===== src/rtl/fetch_pc_gen_if.sv =====
// fetch_pc_gen_if
// ---------------
// Groups the signals that pass between the D-stage control, CP0 and the
// fetch PC generator into one bundle.
//
//   master (D stage / CP0 / hazard side):
//     drives  stall, exc_req, eret, epc, d_pc, d_imm, npc_op, rs_val, rt_val
//     sees    f_pc, f_adel, d_bd, d_taken, d_link
//   slave (fetch_pc_gen):
//     the same signals with the directions reversed
interface fetch_pc_gen_if;
    logic        stall;
    logic        exc_req;
    logic        eret;
    logic [31:0] epc;
    logic [31:0] d_pc;
    logic [25:0] d_imm;
    logic [3:0]  npc_op;
    logic [31:0] rs_val;
    logic [31:0] rt_val;
    logic [31:0] f_pc;
    logic        f_adel;
    logic        d_bd;
    logic        d_taken;
    logic [31:0] d_link;

    modport master (
        output stall, exc_req, eret, epc, d_pc, d_imm, npc_op, rs_val, rt_val,
        input  f_pc, f_adel, d_bd, d_taken, d_link
    );

    modport slave (
        input  stall, exc_req, eret, epc, d_pc, d_imm, npc_op, rs_val, rt_val,
        output f_pc, f_adel, d_bd, d_taken, d_link
    );
endinterface


===== src/rtl/fetch_pc_gen.sv =====
// fetch_pc_gen
// ------------
// Next-PC generator that owns the F-stage PC register. Resolves the D-stage
// branch or jump from raw forwarded operands, applies exception entry, eret
// and stall, and registers the new fetch PC. Also registers a flag marking
// the instruction entering D as a branch delay slot, and flags fetch
// address errors for CP0.
//
// Ports:
//   clk    rising-edge clock
//   reset  synchronous, active-high; f_pc <= RESET_PC, d_bd <= 0
//   bus    fetch_pc_gen_if.slave
//            in : stall, exc_req, eret, epc, d_pc, d_imm, npc_op,
//                 rs_val, rt_val
//            out: f_pc (reg), d_bd (reg), f_adel, d_taken, d_link (comb)
module fetch_pc_gen #(
    parameter logic [31:0] RESET_PC = 32'h0000_3000,
    parameter logic [31:0] EXC_PC   = 32'h0000_4180,
    parameter logic [31:0] IM_BASE  = 32'h0000_3000,
    parameter logic [31:0] IM_SIZE  = 32'h0000_4000
) (
    input  logic           clk,
    input  logic           reset,
    fetch_pc_gen_if.slave  bus
);

    localparam logic [3:0] OP_NORMAL = 4'd0;
    localparam logic [3:0] OP_BEQ    = 4'd1;
    localparam logic [3:0] OP_BNE    = 4'd2;
    localparam logic [3:0] OP_BLEZ   = 4'd3;
    localparam logic [3:0] OP_BGTZ   = 4'd4;
    localparam logic [3:0] OP_BLTZ   = 4'd5;
    localparam logic [3:0] OP_BGEZ   = 4'd6;
    localparam logic [3:0] OP_J      = 4'd7;
    localparam logic [3:0] OP_JR     = 4'd8;

    // The end of the legal fetch window is held in 33 bits so that a window
    // reaching the top of the address space does not wrap to zero.
    localparam logic [32:0] IM_LIMIT = {1'b0, IM_BASE} + {1'b0, IM_SIZE};

    logic [31:0] fPc_q, fPc_d;
    logic        dBd_q, dBd_d;

    logic [31:0] pcPlus4;
    logic [31:0] brOffset;
    logic [31:0] brTgt;
    logic [31:0] jTgt;
    logic        rsEqRt;
    logic        rsNeg;
    logic        rsZero;
    logic        isCtrl;
    logic        taken;
    logic [31:0] takenTgt;

    // Candidate targets. The branch offset is a sign-extended word offset
    // from the delay slot; the jump keeps the delay slot's top nibble.
    assign pcPlus4  = bus.d_pc + 32'd4;
    assign brOffset = {{14{bus.d_imm[15]}}, bus.d_imm[15:0], 2'b00};
    assign brTgt    = pcPlus4 + brOffset;
    assign jTgt     = {pcPlus4[31:28], bus.d_imm, 2'b00};

    // Signed compares against zero reduce to the sign bit and a zero test.
    assign rsEqRt = (bus.rs_val == bus.rt_val);
    assign rsNeg  = bus.rs_val[31];
    assign rsZero = (bus.rs_val == 32'd0);

    // Any real branch or jump puts the following instruction in a delay
    // slot, whether or not it is taken.
    assign isCtrl = (bus.npc_op >= OP_BEQ) && (bus.npc_op <= OP_JR);

    // Branch resolution: decides whether D redirects fetch and where to.
    // Reserved opcodes fall through to the not-taken default.
    always_comb begin
        taken    = 1'b0;
        takenTgt = brTgt;
        case (bus.npc_op)
            OP_BEQ:  taken = rsEqRt;
            OP_BNE:  taken = !rsEqRt;
            OP_BLEZ: taken = rsNeg || rsZero;
            OP_BGTZ: taken = !rsNeg && !rsZero;
            OP_BLTZ: taken = rsNeg;
            OP_BGEZ: taken = !rsNeg;
            OP_J: begin
                taken    = 1'b1;
                takenTgt = jTgt;
            end
            OP_JR: begin
                taken    = 1'b1;
                takenTgt = bus.rs_val;
            end
            default: taken = 1'b0;
        endcase
    end

    // Next-state selection for the fetch PC and delay-slot flag. Exception
    // entry beats eret, and both override a stall so a trap is never lost
    // behind a hazard.
    always_comb begin
        fPc_d = fPc_q + 32'd4;
        dBd_d = isCtrl;
        if (bus.exc_req) begin
            fPc_d = EXC_PC;
            dBd_d = 1'b0;
        end else if (bus.eret) begin
            fPc_d = bus.epc;
            dBd_d = 1'b0;
        end else if (bus.stall) begin
            fPc_d = fPc_q;
            dBd_d = dBd_q;
        end else if (taken) begin
            fPc_d = takenTgt;
        end
    end

    // F-stage state; reset takes priority over every redirect.
    always_ff @(posedge clk) begin
        if (reset) begin
            fPc_q <= RESET_PC;
            dBd_q <= 1'b0;
        end else begin
            fPc_q <= fPc_d;
            dBd_q <= dBd_d;
        end
    end

    assign bus.f_pc    = fPc_q;
    assign bus.d_bd    = dBd_q;
    assign bus.d_taken = taken;
    assign bus.d_link  = bus.d_pc + 32'd8;
    assign bus.f_adel  = (fPc_q[1:0] != 2'b00)
                       || (fPc_q < IM_BASE)
                       || ({1'b0, fPc_q} >= IM_LIMIT);

endmodule


===== src/flat_wrapper.sv =====
// flat-port wrapper written by rule: the top's interface ports become plain ports
module fetch_pc_gen_flat 
#(
    parameter logic [31:0] RESET_PC = 32'h0000_3000,
    parameter logic [31:0] EXC_PC   = 32'h0000_4180,
    parameter logic [31:0] IM_BASE  = 32'h0000_3000,
    parameter logic [31:0] IM_SIZE  = 32'h0000_4000
)
  (clk, reset, bus_stall, bus_exc_req, bus_eret, bus_epc, bus_d_pc, bus_d_imm, bus_npc_op, bus_rs_val, bus_rt_val, bus_f_pc, bus_f_adel, bus_d_bd, bus_d_taken, bus_d_link);
  fetch_pc_gen_if bus_i ();
  input  logic clk;
  input  logic reset;
  input wire logic [$bits(bus_i.stall)-1:0] bus_stall;
  input wire logic [$bits(bus_i.exc_req)-1:0] bus_exc_req;
  input wire logic [$bits(bus_i.eret)-1:0] bus_eret;
  input wire logic [$bits(bus_i.epc)-1:0] bus_epc;
  input wire logic [$bits(bus_i.d_pc)-1:0] bus_d_pc;
  input wire logic [$bits(bus_i.d_imm)-1:0] bus_d_imm;
  input wire logic [$bits(bus_i.npc_op)-1:0] bus_npc_op;
  input wire logic [$bits(bus_i.rs_val)-1:0] bus_rs_val;
  input wire logic [$bits(bus_i.rt_val)-1:0] bus_rt_val;
  output wire logic [$bits(bus_i.f_pc)-1:0] bus_f_pc;
  output wire logic [$bits(bus_i.f_adel)-1:0] bus_f_adel;
  output wire logic [$bits(bus_i.d_bd)-1:0] bus_d_bd;
  output wire logic [$bits(bus_i.d_taken)-1:0] bus_d_taken;
  output wire logic [$bits(bus_i.d_link)-1:0] bus_d_link;
  assign bus_i.stall = bus_stall;
  assign bus_i.exc_req = bus_exc_req;
  assign bus_i.eret = bus_eret;
  assign bus_i.epc = bus_epc;
  assign bus_i.d_pc = bus_d_pc;
  assign bus_i.d_imm = bus_d_imm;
  assign bus_i.npc_op = bus_npc_op;
  assign bus_i.rs_val = bus_rs_val;
  assign bus_i.rt_val = bus_rt_val;
  assign bus_f_pc = bus_i.f_pc;
  assign bus_f_adel = bus_i.f_adel;
  assign bus_d_bd = bus_i.d_bd;
  assign bus_d_taken = bus_i.d_taken;
  assign bus_d_link = bus_i.d_link;
  fetch_pc_gen #(.RESET_PC(RESET_PC), .EXC_PC(EXC_PC), .IM_BASE(IM_BASE), .IM_SIZE(IM_SIZE)) u_core (.clk(clk), .reset(reset), .bus(bus_i));
endmodule

===== config.mk =====
export PLATFORM = sky130hd
export DESIGN_NAME = fetch_pc_gen_flat
export DESIGN_NICKNAME = d
export VERILOG_FILES = /design/src/rtl/fetch_pc_gen_if.sv /design/src/rtl/fetch_pc_gen.sv /design/src/flat_wrapper.sv
export SDC_FILE = /design/constraint.sdc
export NUM_CORES = 1
export LEC_CHECK = 0
export ABC_AREA = 0
export CAP_MARGIN = 20
export CORE_ASPECT_RATIO = 1.75
export CORE_UTILIZATION = 25
export DETAILED_ROUTE_END_ITERATION = 8
export SYNTH_ARGS = -nofsm -noshare
export SYNTH_HDL_FRONTEND = slang
export SYNTH_SLANG_ARGS = --single-unit

===== constraint.sdc =====
create_clock -name clk -period 5.9 [get_ports clk]
set_input_delay 1.77 -clock clk [delete_from_list [all_inputs] [get_ports clk]]
set_output_delay 1.77 -clock clk [all_outputs]
set_load 0.02 [all_outputs]

== Word-level counts from Yosys, hierarchy flattened ==
Index checks and enable logic that the tools add are counted.

* Register bits: 33
* Bits in latches: 0
* Bits in writable memories: 0
* ROM bits: 0
* Bits of input ports: 163
* Output and inout bits: 67
* Word-level logic and storage cells: 41
* Memories kept: 0

* Add/subtract/negate cells: 4
* $mul: 0
* Divide/modulo/power cells: 0
* Magnitude comparators: 4
* Equality and inequality tests: 11
* Shifts and indexed selects: 0
* Muxes and demuxes: 6
* Bitwise operators: 0
* Reductions and logical operators: 13

{| class="wikitable"
|+ Operator list
! cell !! number
|-
| 32-bit 2-to-1 mux || 3
|-
| 32-bit by 3-bit adder with 32-bit output, second input constant || 2
|-
| 32-bit one-hot mux with 2 select lines || 1
|-
| 32-bit adder || 1
|-
| 32-bit by 4-bit adder with 32-bit output, second input constant || 1
|-
| 32-bit == test || 1
|-
| 32-bit by 15-bit greater-or-equal comparator with 1-bit output, second input constant || 1
|-
| 32-bit zero test || 1
|-
| 32-bit by 14-bit < comparator with 1-bit output, second input constant || 1
|-
| 4-bit by 3-bit == test with 1-bit output, second input constant || 4
|-
| 15-bit 2-to-1 mux || 1
|-
| 4-bit by 2-bit == test with 1-bit output, second input constant || 2
|-
| 1-bit one-hot mux with 7 select lines || 1
|-
| 4-bit by 1-bit == test with 1-bit output, second input constant || 1
|-
| 4-bit == test, second input constant || 1
|-
| 4-bit by 1-bit greater-or-equal comparator with 1-bit output, second input constant || 1
|-
| 4-bit less-or-equal comparator, second input constant || 1
|-
| 2-bit OR reduction || 2
|-
| 1-bit zero test || 3
|-
| 1-bit logical OR || 3
|-
| 3-bit by 1-bit != test with 1-bit output, second input constant || 1
|-
| 3-bit OR reduction || 1
|-
| 1-bit logical AND || 2
|-
| 2-bit by 1-bit != test with 1-bit output, second input constant || 1
|-
| 2-bit nonzero test || 1
|}

== Depth between registers and ports, before layout ==
* Word-level depth: 8
* Mapped depth: 19
* Mapped depth without buffers: 17

== Worst setup path after synthesis ==
No wires, ideal clock.

* Path type: input -> output
* Start point: input port bus_d_pc[9]
* End point: output port bus_d_link[22]
* Data arrival time: 3.501 ns
* Required time: 4.130 ns
* Setup slack: 0.629 ns
* Stages: 7
* Buffers on the path: 1
* Cells stage by stage: buf_2 and4_1 nand3_1 nor3_1 nor2b_1 nand3_1 xnor2_1

* Longest elaborated chain between the ends: 1

{| class="wikitable"
|+ RTL lines
! item !! RTL line !! RTL
|-
| from (decl) || flat_wrapper.sv:17 || <nowiki>input wire logic [$bits(bus_i.d_pc)-1:0] bus_d_pc;</nowiki>
|-
| 32-bit by 4-bit adder with 32-bit output || fetch_pc_gen.sv:129 || <nowiki>assign bus.d_link = bus.d_pc + 32'd8;</nowiki>
|-
| to (decl) || flat_wrapper.sv:26 || <nowiki>output wire logic [$bits(bus_i.d_link)-1:0] bus_d_link;</nowiki>
|}

Every way passes these cells.

== Worst setup path in the final report ==
* Start point: input port bus_rs_val[0]
* End point: output port bus_d_taken

* Longest elaborated chain between the ends: 4

{| class="wikitable"
|+ RTL lines
! item !! RTL line !! RTL
|-
| from (decl) || flat_wrapper.sv:20 || <nowiki>input wire logic [$bits(bus_i.rs_val)-1:0] bus_rs_val;</nowiki>
|-
| 32-bit zero test || fetch_pc_gen.sv:65 || <nowiki>assign rsZero = (bus.rs_val == 32'd0);</nowiki>
|-
| 1-bit zero test || fetch_pc_gen.sv:80 || <nowiki>OP_BGTZ: taken = !rsNeg && !rsZero;</nowiki>
|-
| 1-bit logical AND || fetch_pc_gen.sv:80 ||
|-
| 1-bit one-hot mux with 7 select lines * || fetch_pc_gen.sv:76 || <nowiki>case (bus.npc_op)</nowiki>
|-
| to (decl) || flat_wrapper.sv:25 || <nowiki>output wire logic [$bits(bus_i.d_taken)-1:0] bus_d_taken;</nowiki>
|}

Every way passes the cells marked *; elsewhere a longest branch is shown, timed or not.

==> summary.md <==
| Metric | Value |
|---|---|
| DRC | 0 |
| Chip height | 205 um |
| Hold Vio Cnt, Final | 0 |
| IO buf count | 229 |
| Clk Latency, worst-skew pair | between 200 and 300 ps |
| Overall via count from detail_route | approximately 7500 |
| Worst-margin pin slew | 730 ps |
| Setup crit end kind | output port |
| Worst-path fanout max | 3 |
| Finish-stage setup viols | 0 |
| Worst hold slack | about 460 ps |
| Detailed Route Iter0 Violations | 400 |
| Seq/Total Area, Yosys | a little under an eighth |
| Tmin final | slightly below 6000 ps |
| Worst min path class | reg -> reg |
| Lkg Pwr | roughly 3.7 nW |
| Full die area | around 24000 um2 |
| CP required | between 4000 and 5000 ps |
| Max H-tree Level | 2 |
| Vias in the first global route | roughly 7600 |
| PwrDens | between 100 and 150 nW/um2 |
| Relative slew slack | slightly above 50% |
| Post-Route WL | 28.0 mm |
| Clk pin slew, worst setup/hold paths | approximately 50 ps |
| Clock skew | ~4.5 ps |
| Routed wire per std cell | between 15 and 20 um |
| Worst Setup Slack, final | about 80 ps |
| Synthesized area | about 6000 um2 |
| Synthesis-stage register bit count | 33 |
| Final worst path period share | between 90 and 100% |
| DP Worst Slack | -294 ps |
| Post-synth top area share | 11.3% |
| Largest net degree at the start of global routing | between 40 and 50 |
| Gpl congestion | between 0.9 and 1 |
| Met3 wire len | approximately 1.4 mm |
| CTS tree | built |
| Run status | finished clean |
| Setup CP Type | in -> out |
| CTS sink cnt | 33 |
| Total of max-cap violations | 0 |
| Global-route wire length before repair | 42.3 mm |
| Most frequent cell after synthesis | nand2_1 |
| TritonCTS Buffers | 5 |
| Critical Path Source Type | input pin |
| Root Driver | clkbuf_16 |
| Nets | 1331 |
| Ant. Diodes | 0 |
| Synth cell count leaders | 103 x nand2_1, 69 x xor2_1, 60 x a21oi_1 |
| Layout cells sized above 1 | a little over an eighth |
| Core Footprint | between 20000 and 25000 um2 |
| Total congestion overflow | 0 |
| Detailed Routing Iterations Pass 1 | 5 |
| Initial core utilization | between 20% and 30% |
| Slew Limit Fails | 0 |
| Hpwl dp | about 24 mm |
| Tot GR Track Use | between 20% and 30% |
| Post-Synthesis Cells | around 830 |
| Unrepaired setup endpoints after global routing | no |
| Top Ports | 230 |
| Syn Area/Cell | 7.07 um2 |
| Clock buffer depth | 2 |
| Site row count | 73 |
| Post-synthesis cell type count | ~80 |
| CP Data Arrival Time | 4050 ps |
| P&R area growth vs syn | 59.3% |
| Wl on met1 | between 10 and 15 mm |
| Initial antenna violation count | 1 |
| Horiz. Die Dim | 118 um |
| Post-synth top area cell | dfxtp_1 |
| Synth area leaders | dfxtp_1 11%, xor2_1 10%, xnor2_1 8.1%, ha_1 7.7%, nand2_1 6.6% |
| Yosys warnings | 0 |
| Max layer used | met5 |
| Antenna violation net count after detailed routing | 0 |
| EDFF count, synth | 0 |
| Max Clock Freq | about 0.17 GHz |
| Post-synth net total | a little over 1000 |
| Routed met2 length | ~15 mm |
| Worst reg2reg setup slack | roughly 3300 ps |
| Peak supply drop | about 0.084 mV |
| Via/cell ratio | 5.26 |
| Main synth FF type | dfxtp_1 |
| Share of flip-flops with an asynchronous set or reset | 0% |
[critical path, cell delays in order]
cell             delay, ps
clkdlybuf4s50_1        520
xor2_1                 230
nor4_2                 310
buf_4                  160
nand4_1                 80
nor2_1                 170
mux2i_1                300
nor2_4                  60
inv_2                  100
dlygate4sd2_1          340
[sequential cells by signal, summed over array words and instances, names as in the netlist, named ones only]
signal,flops
u_core.bus.d_bd,1
u_core.bus.f_pc,30
[final timing paths]
| kind | startpoint | endpoint | cells past startpoint |
|---|---|---|---|
| worst max-delay path | bus_rs_val[0] | bus_d_taken | 10 |
| worst min-delay path | u_core.bus.d_bd | u_core.bus.d_bd | 2 |
| worst max register to register | u_core.bus.f_pc[2] | u_core.bus.f_pc[28] | 9 |
| worst min register to register | u_core.bus.d_bd | u_core.bus.d_bd | 2 |
[stage by stage]
step / power (mW) / area (um2) / util (%) / setup TNS (ps) / instances
after floorplan: 0.596 / 5860 / - / 0 / 829
after global placement: 0.936 / 9160 / 40.1 / -1260 / 1424
after detailed placement: 0.939 / 9160 / 40.1 / -1370 / 1424
after CTS: 1.22 / 9320 / 40.8 / 0 / 1432
after global routing: 1.29 / 9330 / 40.9 / 0 / 1432
final: 1.22 / 9330 / 40.9 / 0 / 1432
[per-layer routing]
metal	up-vias	GRT usage [%]
met2	312	43.2
met3	69	2.09
met1	3480	24.2
met4	2	12.8
met5	-	0
li1	3666	-
[layout make-up]
type,count,area (um2)
Tap cell,300,375
Sequential cell,33,661
Timing Repair Buffer,339,3120
Multi-Input combinational cell,735,4950
Clock buffer,7,153
Fill cell,2439,13500
Inverter,17,63.8
Clock inverter,1,5.00
[power breakdown]
| part | leakage (nW) | switching [mW] | internal (mW) |
|---|---|---|---|
| Sequential | 0.271 | 0.0202 | 0.235 |
| Combinational | 3.33 | 0.352 | 0.330 |
| Clock | 0.0799 | 0.107 | 0.179 |
| Total | 3.69 | 0.479 | 0.744 |
[logic make-up after synthesis]
kind of cell,share of synthesized area (%)
AND/OR/NAND/NOR,28.1
adder cells (fa/ha/maj),8.03
flip-flops,11.3
buffers and inverters,4.44
multiplexers,2.84
AO/OA/AOI/OAI,26.6
XOR/XNOR,18.7
[layout by cell type (no fill, tap or decap), types with 6 or more instances in the layout]
cell	synthesis	layout
a211oi_1	15	15
a21o_1	12	12
a21oi_1	60	60
a221oi_1	13	13
a22oi_1	10	10
a31oi_1	20	20
and3_1	13	13
buf_4	5	110
clkdlybuf4s50_1	0	214
dfxtp_1	33	33
dlygate4sd2_1	0	8
ha_1	36	36
inv_1	15	15
mux2i_1	11	11
nand2_1	103	102
nand2b_1	6	6
nand3_1	50	50
nand4_1	20	20
nor2_1	51	50
nor3_1	17	16
nor4_1	27	26
o21ai_0	47	47
or3_1	6	6
xnor2_1	54	54
xor2_1	69	69
[repair_timing]
item / CTS / global route
setup buffers: 0 / 0
endpoints found under the setup margin: 11 / 7
hold buffers: 0 / 0
pin swaps: 0 / 1
resized for setup: 13 / 7
No activity file was read; power rests on OpenSTA's default activity.
